==> src/rtl/lsu_pkg.sv <==
// rtl/lsu_pkg.sv - shared width codes, funct3 constants and FSM states for the data_mem initiator
package lsu_pkg;

  localparam logic [1:0] WIDTH_WORD = 2'b00;
  localparam logic [1:0] WIDTH_HALF = 2'b10;
  localparam logic [1:0] WIDTH_BYTE = 2'b01;

  localparam logic [2:0] F3_B  = 3'b000;
  localparam logic [2:0] F3_H  = 3'b001;
  localparam logic [2:0] F3_W  = 3'b010;
  localparam logic [2:0] F3_BU = 3'b100;
  localparam logic [2:0] F3_HU = 3'b101;

  typedef enum logic [1:0] {
    IDLE   = 2'd0,
    ACCESS = 2'd1,
    RESP   = 2'd2
  } state_t;

  // Access size in bytes from funct3[1:0]; the reserved size 11 is rejected by decode.
  function automatic logic [2:0] access_bytes(input logic [2:0] f3);
    case (f3[1:0])
      2'b00:   access_bytes = 3'd1;
      2'b01:   access_bytes = 3'd2;
      default: access_bytes = 3'd4;
    endcase
  endfunction

  // data_mem WidthSrc code for a whole (aligned) access.
  function automatic logic [1:0] width_code(input logic [2:0] f3);
    case (f3[1:0])
      2'b00:   width_code = WIDTH_BYTE;
      2'b01:   width_code = WIDTH_HALF;
      default: width_code = WIDTH_WORD;
    endcase
  endfunction

endpackage

==> src/rtl/load_extend.sv <==
// rtl/load_extend.sv - sign/zero extension of raw load data by RV32I funct3
module load_extend
  import lsu_pkg::*;
(
  input  logic [2:0]  i_funct3,
  input  logic [31:0] i_raw,
  output logic [31:0] o_data
);

  // Pick the extension rule; anything not a sub-word load passes through untouched.
  always_comb begin
    o_data = i_raw;
    case (i_funct3)
      F3_B:    o_data = {{24{i_raw[7]}}, i_raw[7:0]};
      F3_BU:   o_data = {24'd0, i_raw[7:0]};
      F3_H:    o_data = {{16{i_raw[15]}}, i_raw[15:0]};
      F3_HU:   o_data = {16'd0, i_raw[15:0]};
      default: o_data = i_raw;
    endcase
  end

endmodule

==> src/rtl/mem_access_ctrl.sv <==
// rtl/mem_access_ctrl.sv - single-outstanding load/store initiator for the data_mem port
module mem_access_ctrl
  import lsu_pkg::*;
#(
  parameter int MEM_BYTES = 256,
  parameter bit SPLIT_EN  = 1'b1
) (
  input  logic        clk,
  input  logic        reset,
  input  logic        req_valid,
  output logic        req_ready,
  input  logic        req_we,
  input  logic [2:0]  req_funct3,
  input  logic [31:0] req_addr,
  input  logic [31:0] req_wdata,
  output logic        resp_valid,
  output logic        resp_err,
  output logic [31:0] resp_rdata,
  output logic        mem_we,
  output logic [1:0]  mem_width_src,
  output logic [31:0] mem_addr,
  output logic [31:0] mem_wdata,
  input  logic [31:0] mem_rdata
);

  state_t      r_state;
  state_t      w_next_state;

  logic        r_we;
  logic [2:0]  r_funct3;
  logic [31:0] r_addr;
  logic [31:0] r_wdata;
  logic        r_err;
  logic        r_split;
  logic [2:0]  r_nbeats;
  logic [1:0]  r_beat;
  logic [31:0] r_asm;

  logic [2:0]  w_size;
  logic        w_f3_ok;
  logic        w_misaligned;
  logic [32:0] w_last;
  logic        w_out_of_range;
  logic        w_err;
  logic        w_last_beat;
  logic [7:0]  w_wbyte;
  logic [31:0] w_ext;

  // Decode the incoming request; the 33-bit end address turns a 32-bit wrap into out-of-range.
  always_comb begin
    w_size = access_bytes(req_funct3);
    if (req_we) begin
      w_f3_ok = (req_funct3 == F3_B) || (req_funct3 == F3_H) || (req_funct3 == F3_W);
    end else begin
      w_f3_ok = (req_funct3 == F3_B) || (req_funct3 == F3_H) || (req_funct3 == F3_W) ||
                (req_funct3 == F3_BU) || (req_funct3 == F3_HU);
    end
    case (req_funct3[1:0])
      2'b01:   w_misaligned = req_addr[0];
      2'b10:   w_misaligned = (req_addr[1:0] != 2'b00);
      default: w_misaligned = 1'b0;
    endcase
    w_last         = {1'b0, req_addr} + {30'd0, w_size} - 33'd1;
    w_out_of_range = (w_last >= 33'(MEM_BYTES));
    w_err          = !w_f3_ok || (w_misaligned && !SPLIT_EN) || w_out_of_range;
  end

  assign w_last_beat = ({1'b0, r_beat} == (r_nbeats - 3'd1));

  // FSM state register; reset aborts any beat in progress without a response.
  always_ff @(posedge clk or negedge reset) begin
    if (!reset) begin
      r_state <= IDLE;
    end else begin
      r_state <= w_next_state;
    end
  end

  // FSM next state: errors skip straight to the response, accesses run nbeats beats.
  always_comb begin
    w_next_state = r_state;
    case (r_state)
      IDLE:    if (req_valid) w_next_state = w_err ? RESP : ACCESS;
      ACCESS:  if (w_last_beat) w_next_state = RESP;
      RESP:    w_next_state = IDLE;
      default: w_next_state = IDLE;
    endcase
  end

  // Request latch, beat counter and little-endian load assembly.
  always_ff @(posedge clk or negedge reset) begin
    if (!reset) begin
      r_we     <= 1'b0;
      r_funct3 <= 3'd0;
      r_addr   <= 32'd0;
      r_wdata  <= 32'd0;
      r_err    <= 1'b0;
      r_split  <= 1'b0;
      r_nbeats <= 3'd1;
      r_beat   <= 2'd0;
      r_asm    <= 32'd0;
    end else begin
      if (r_state == IDLE && req_valid) begin
        r_we     <= req_we;
        r_funct3 <= req_funct3;
        r_addr   <= req_addr;
        r_wdata  <= req_wdata;
        r_err    <= w_err;
        r_split  <= w_misaligned;
        r_nbeats <= w_misaligned ? w_size : 3'd1;
        r_beat   <= 2'd0;
        r_asm    <= 32'd0;
      end else if (r_state == ACCESS) begin
        r_beat <= r_beat + 2'd1;
        if (!r_we) begin
          if (r_split) begin
            r_asm[{r_beat, 3'b000} +: 8] <= mem_rdata[7:0];
          end else begin
            r_asm <= mem_rdata;
          end
        end
      end
    end
  end

  assign w_wbyte = r_wdata[{r_beat, 3'b000} +: 8];

  load_extend u_load_extend (
    .i_funct3 (r_funct3),
    .i_raw    (r_asm),
    .o_data   (w_ext)
  );

  // Drive the memory port only during ACCESS so reset or idle leaves it quiet.
  always_comb begin
    req_ready     = (r_state == IDLE);
    resp_valid    = 1'b0;
    resp_err      = 1'b0;
    resp_rdata    = 32'd0;
    mem_we        = 1'b0;
    mem_width_src = WIDTH_WORD;
    mem_addr      = 32'd0;
    mem_wdata     = 32'd0;
    if (r_state == ACCESS) begin
      mem_we = r_we;
      if (r_split) begin
        mem_width_src = WIDTH_BYTE;
        mem_addr      = r_addr + {30'd0, r_beat};
        mem_wdata     = {24'd0, w_wbyte};
      end else begin
        mem_width_src = width_code(r_funct3);
        mem_addr      = r_addr;
        mem_wdata     = r_wdata;
      end
    end else if (r_state == RESP) begin
      resp_valid = 1'b1;
      resp_err   = r_err;
      resp_rdata = (r_err || r_we) ? 32'd0 : w_ext;
    end
  end

endmodule

==> config.mk <==
export PLATFORM = sky130hd
export DESIGN_NAME = mem_access_ctrl
export DESIGN_NICKNAME = d
export VERILOG_FILES = /design/src/rtl/lsu_pkg.sv /design/src/rtl/load_extend.sv /design/src/rtl/mem_access_ctrl.sv
export SDC_FILE = /design/constraint.sdc
export NUM_CORES = 1
export LEC_CHECK = 0
export BUFFER_PORTS_ARGS = -buffer_cell sky130_fd_sc_hd__clkbuf_2
export CAP_MARGIN = 25
export CORE_ASPECT_RATIO = 1.4
export CORE_MARGIN = 4
export CORE_UTILIZATION = 45
export DETAILED_ROUTE_END_ITERATION = 8
export PLACE_DENSITY_LB_ADDON = 0.2
export SYNTH_ARGS = -nofsm -noshare
export SYNTH_HDL_FRONTEND = slang
export SYNTH_HIERARCHICAL = 1
export SYNTH_SLANG_ARGS = --single-unit
==> constraint.sdc <==
create_clock -name clk -period 3.7 [get_ports clk]
set_input_delay 0.37 -clock clk [delete_from_list [all_inputs] [get_ports clk]]
set_output_delay 0.37 -clock clk [all_outputs]
set_load 0.01 [all_outputs]
==> flow_metrics.env <==
export IMPL_cts_max_level=3
export IMPL_multi_input_area_sq_um=5330
export IMPL_p_sw_frac=0.343
export IMPL_cts_root_buffer="clkbuf_16"
export IMPL_r2r_start="r_split"
export IMPL_critPathKind="input pin to flip-flop"
export IMPL_yosys_warnings=6
export IMPL_finalClockSkew_ns=0.00728
export IMPL_min_path_type="input pin to asynchronous set/reset pin"
export IMPL_io_buffers=204
export IMPL_synthFlopType="dfrtp_1"
export IMPL_synth_seq_cells=109
export IMPL_combinationalPowerShare=0.265
export IMPL_die_y_um=171
export IMPL_path_max_fanout=4
export IMPL_wl_met1_mm=10.5
export IMPL_fillers=1889
export IMPL_power_density_nw_per_um2=316
export IMPL_grt_ovfl_total=0
export IMPL_clk_latency_ns=0.36
export IMPL_clkTransAtPathRegs_ns=0.08
export IMPL_clock_power_share=0.301
export IMPL_p_int_w=0.00212
export IMPL_p_switching_w=0.00111
export IMPL_antenna_left=0
export IMPL_drc=0
export IMPL_wl_met2_mm=13.7
export IMPL_synth_edf_count=0
export IMPL_topRoutingLayerUsed="met4"
export IMPL_grt_pass1_wl_mm=42.2
export IMPL_outcome="complete, no violations"
export IMPL_post_place_cells=1524
export IMPL_drive_gt1_frac=0.241
export IMPL_place_worst_setup_slack_ns=-0.325
export IMPL_antenna_found_initial=0
export IMPL_coreArea_sq_um=18600
export IMPL_hold_violations=0
export IMPL_nNetsFinal=1443
export IMPL_critical_path_required_ns=3.94
export IMPL_clock_sinks=109
export IMPL_post_route_period_util=0.954
export IMPL_routed_wl_met3_mm=1.19
export IMPL_ys_types=75
export IMPL_crit_arrival_ns=3.77
export IMPL_wire_per_inst_um=17.0
export IMPL_finalSetupTns_ns=0
export IMPL_critPathLaunchType="input pin"
export IMPL_cap_violations=0
export IMPL_p_leak_nw=5.07
export IMPL_p_total_w=0.00322
export IMPL_yosysSeqAreaShare=0.320
export IMPL_worst_pin_slew_ns=0.924
export IMPL_cts_buffers=9
export IMPL_r2r_cells=7
export IMPL_viasPerCell=5.54
export IMPL_reg2reg_slack_ns=1.04
export IMPL_seqPwrFrac=0.434
export IMPL_relSlewSlack=0.380
export IMPL_grt_max_degree=105
export IMPL_setup_ws_ns=0.170
export IMPL_top_level_ports=205
export IMPL_worst_setup_path_end_kind="flip-flop"
export IMPL_syn_nets=1266
export IMPL_rsz0062_at_grt="true"
export IMPL_gp_congestion=0.942
export IMPL_max_freq_mhz=283
export IMPL_drt_total_wl_mm=26.3
export IMPL_cts_tree="yes"
export IMPL_layout_min_cycle_time_ns=3.53
export IMPL_hold_buffers=0
export IMPL_irDropWorstVdd_v=0.000196
export IMPL_die_w_um=124
export IMPL_dieArea_sq_um=21200
export IMPL_avgSynthCellArea_sq_um=7.64
export IMPL_setup_viol=0
export IMPL_dp_hpwl_mm=20.4
export IMPL_antennaDiodeCount=0
export IMPL_cts_buffer_depth=2
export IMPL_grt_usage=0.242
export IMPL_synth_cell_area_sq_um=8520
export IMPL_grt_pass1_vias=8228
export IMPL_vias=8542
export IMPL_synthArstFlopShare=1.00
export IMPL_slew_viol_final=0
export IMPL_syn2layout_area_growth_pct=19.6
export IMPL_r2r_end="r_asm[19]"
export IMPL_syn_inst=1116
export IMPL_hold_ws_ns=0.125
export IMPL_initial_core_util=0.458
export IMPL_dr_pass1_iters=5
export IMPL_drt_iter0_drc=547
export IMPL_regArea_sq_um=2730
export IMPL_final_cells=1541
export IMPL_row_count=59
layout make-up:
| class | count | share of cell area |
|---|---|---|
| multi-input combinational | 870 | 0.523 |
| sequential | 109 | 0.268 |
| timing repair buffer | 240 | 0.129 |
| tap | 244 | 0.0299 |
| clock buffer | 10 | 0.0234 |
| inverter | 63 | 0.0232 |
| clock inverter | 5 | 0.00430 |
cells in the mapped netlist (6+ instances only):
library cell	instances	area, sq um
ha_1	45	563
o21ai_1	6	30.0
a22oi_1	28	210
buf_4	10	75.1
mux2_2	8	90.1
nor2b_1	6	37.5
nor3_1	13	65.1
a21o_1	11	82.6
nor4_1	11	68.8
clkbuf_1	44	165
dfrtp_1	108	2700
nand4_1	14	87.6
buf_2	13	65.1
a21oi_1	53	265
o21a_1	7	52.6
o22ai_1	8	50.1
nand3_1	17	85.1
and2_1	44	275
inv_1	62	233
a22o_1	10	87.6
xnor2_1	15	131
nand2_1	233	875
nor2_1	68	255
or3_1	10	62.6
o21ai_0	118	591
xor2_1	28	245
o211ai_1	6	45.0
and3_1	32	200
routing by layer:
metal,track usage,vias to the layer above
li1,-,4206
met1,0.284,4024
met2,0.449,254
met3,0.0353,58
met4,0.0901,0
met5,0,-
power by group through the flow:
stage / logic [W] / registers, W / clock network (W)
after global placement: 0.000812 / 0.00142 / 0
after floorplan: 0.000582 / 0.00138 / 0
after CTS: 0.000824 / 0.00140 / 0.000993
final: 0.000856 / 0.00140 / 0.000969
after global routing: 0.000960 / 0.00142 / 0.00103
after detailed placement: 0.000820 / 0.00142 / 0
cell families (layout without fill, tap and decap cells):
kind of cell    after synthesis  after routing  synth area share
compound gates              294            294             0.215
mux                          12             12            0.0157
xor+xnor                     43             43            0.0442
fa+ha+maj                    47             47            0.0707
simple gates                474            474             0.263
buf+inv                     137            318            0.0712
flops                       109            109             0.320
state kept, by name, summed over array words and instances, names as in the netlist:
| name | cells |
|---|---|
| r_funct3 | 3 |
| r_beat | 2 |
| r_addr | 32 |
| r_wdata | 32 |
| r_we | 1 |
| r_asm | 32 |
| r_err | 1 |
| r_state | 2 |
| r_split | 1 |
| r_nbeats | 3 |
cells in the final DEF, fill, tap and decap left out, types with 11 or more instances in the layout:
cell type and instances:
inv_1 61, nand3_1 17, xnor2_1 15, nand4_1 14
ha_1 44, buf_4 36, nor3_1 13, a22oi_1 27
nand2_1 231, clkbuf_2 203, a21o_1 11, dfrtp_1 108
a21oi_1 53, xor2_1 28, and3_1 32, o21ai_0 118
nor2_1 67, and2_1 43
critical path: stages:
cell and delay (ns):
clkbuf_2 0.12, inv_1 0.09, ha_1 0.21, nor2_2 0.11
inv_1 0.06, ha_1 0.31, fa_2 0.41, nand2b_4 0.17
a211oi_4 0.32, buf_4 0.17, o21ai_2 0.09, o211ai_2 0.22
a31o_1 0.16, a21oi_1 0.04, or4_4 0.55, nor4_2 0.28
nor2_1 0.08
timing repair:
item / in CTS / in global routing
setup endpoints to repair: 0 / 7
resized for setup: 0 / 24
setup buffers: 0 / 1
metrics by stage:
step            util  area, sq um
2_1_floorplan      -         8520
3_3_place_gp   0.524         9750
3_5_place_dp   0.524         9750
4_1_cts        0.540        10000
5_1_grt        0.548        10200
6_report       0.548        10200
worst max path at each step:
stage | start | end | slack [ns]
2_1_floorplan | req_funct3[1] | r_err | 0.02
3_3_place_gp | req_funct3[1] | r_err | -0.24
3_5_place_dp | req_funct3[1] | r_err | -0.33
4_1_cts | req_funct3[1] | r_err | 0.04
5_1_grt | req_funct3[0] | r_err | -0.03
6_report | req_funct3[0] | r_state[1] | 0.17
(Power assumes the default switching activity.)
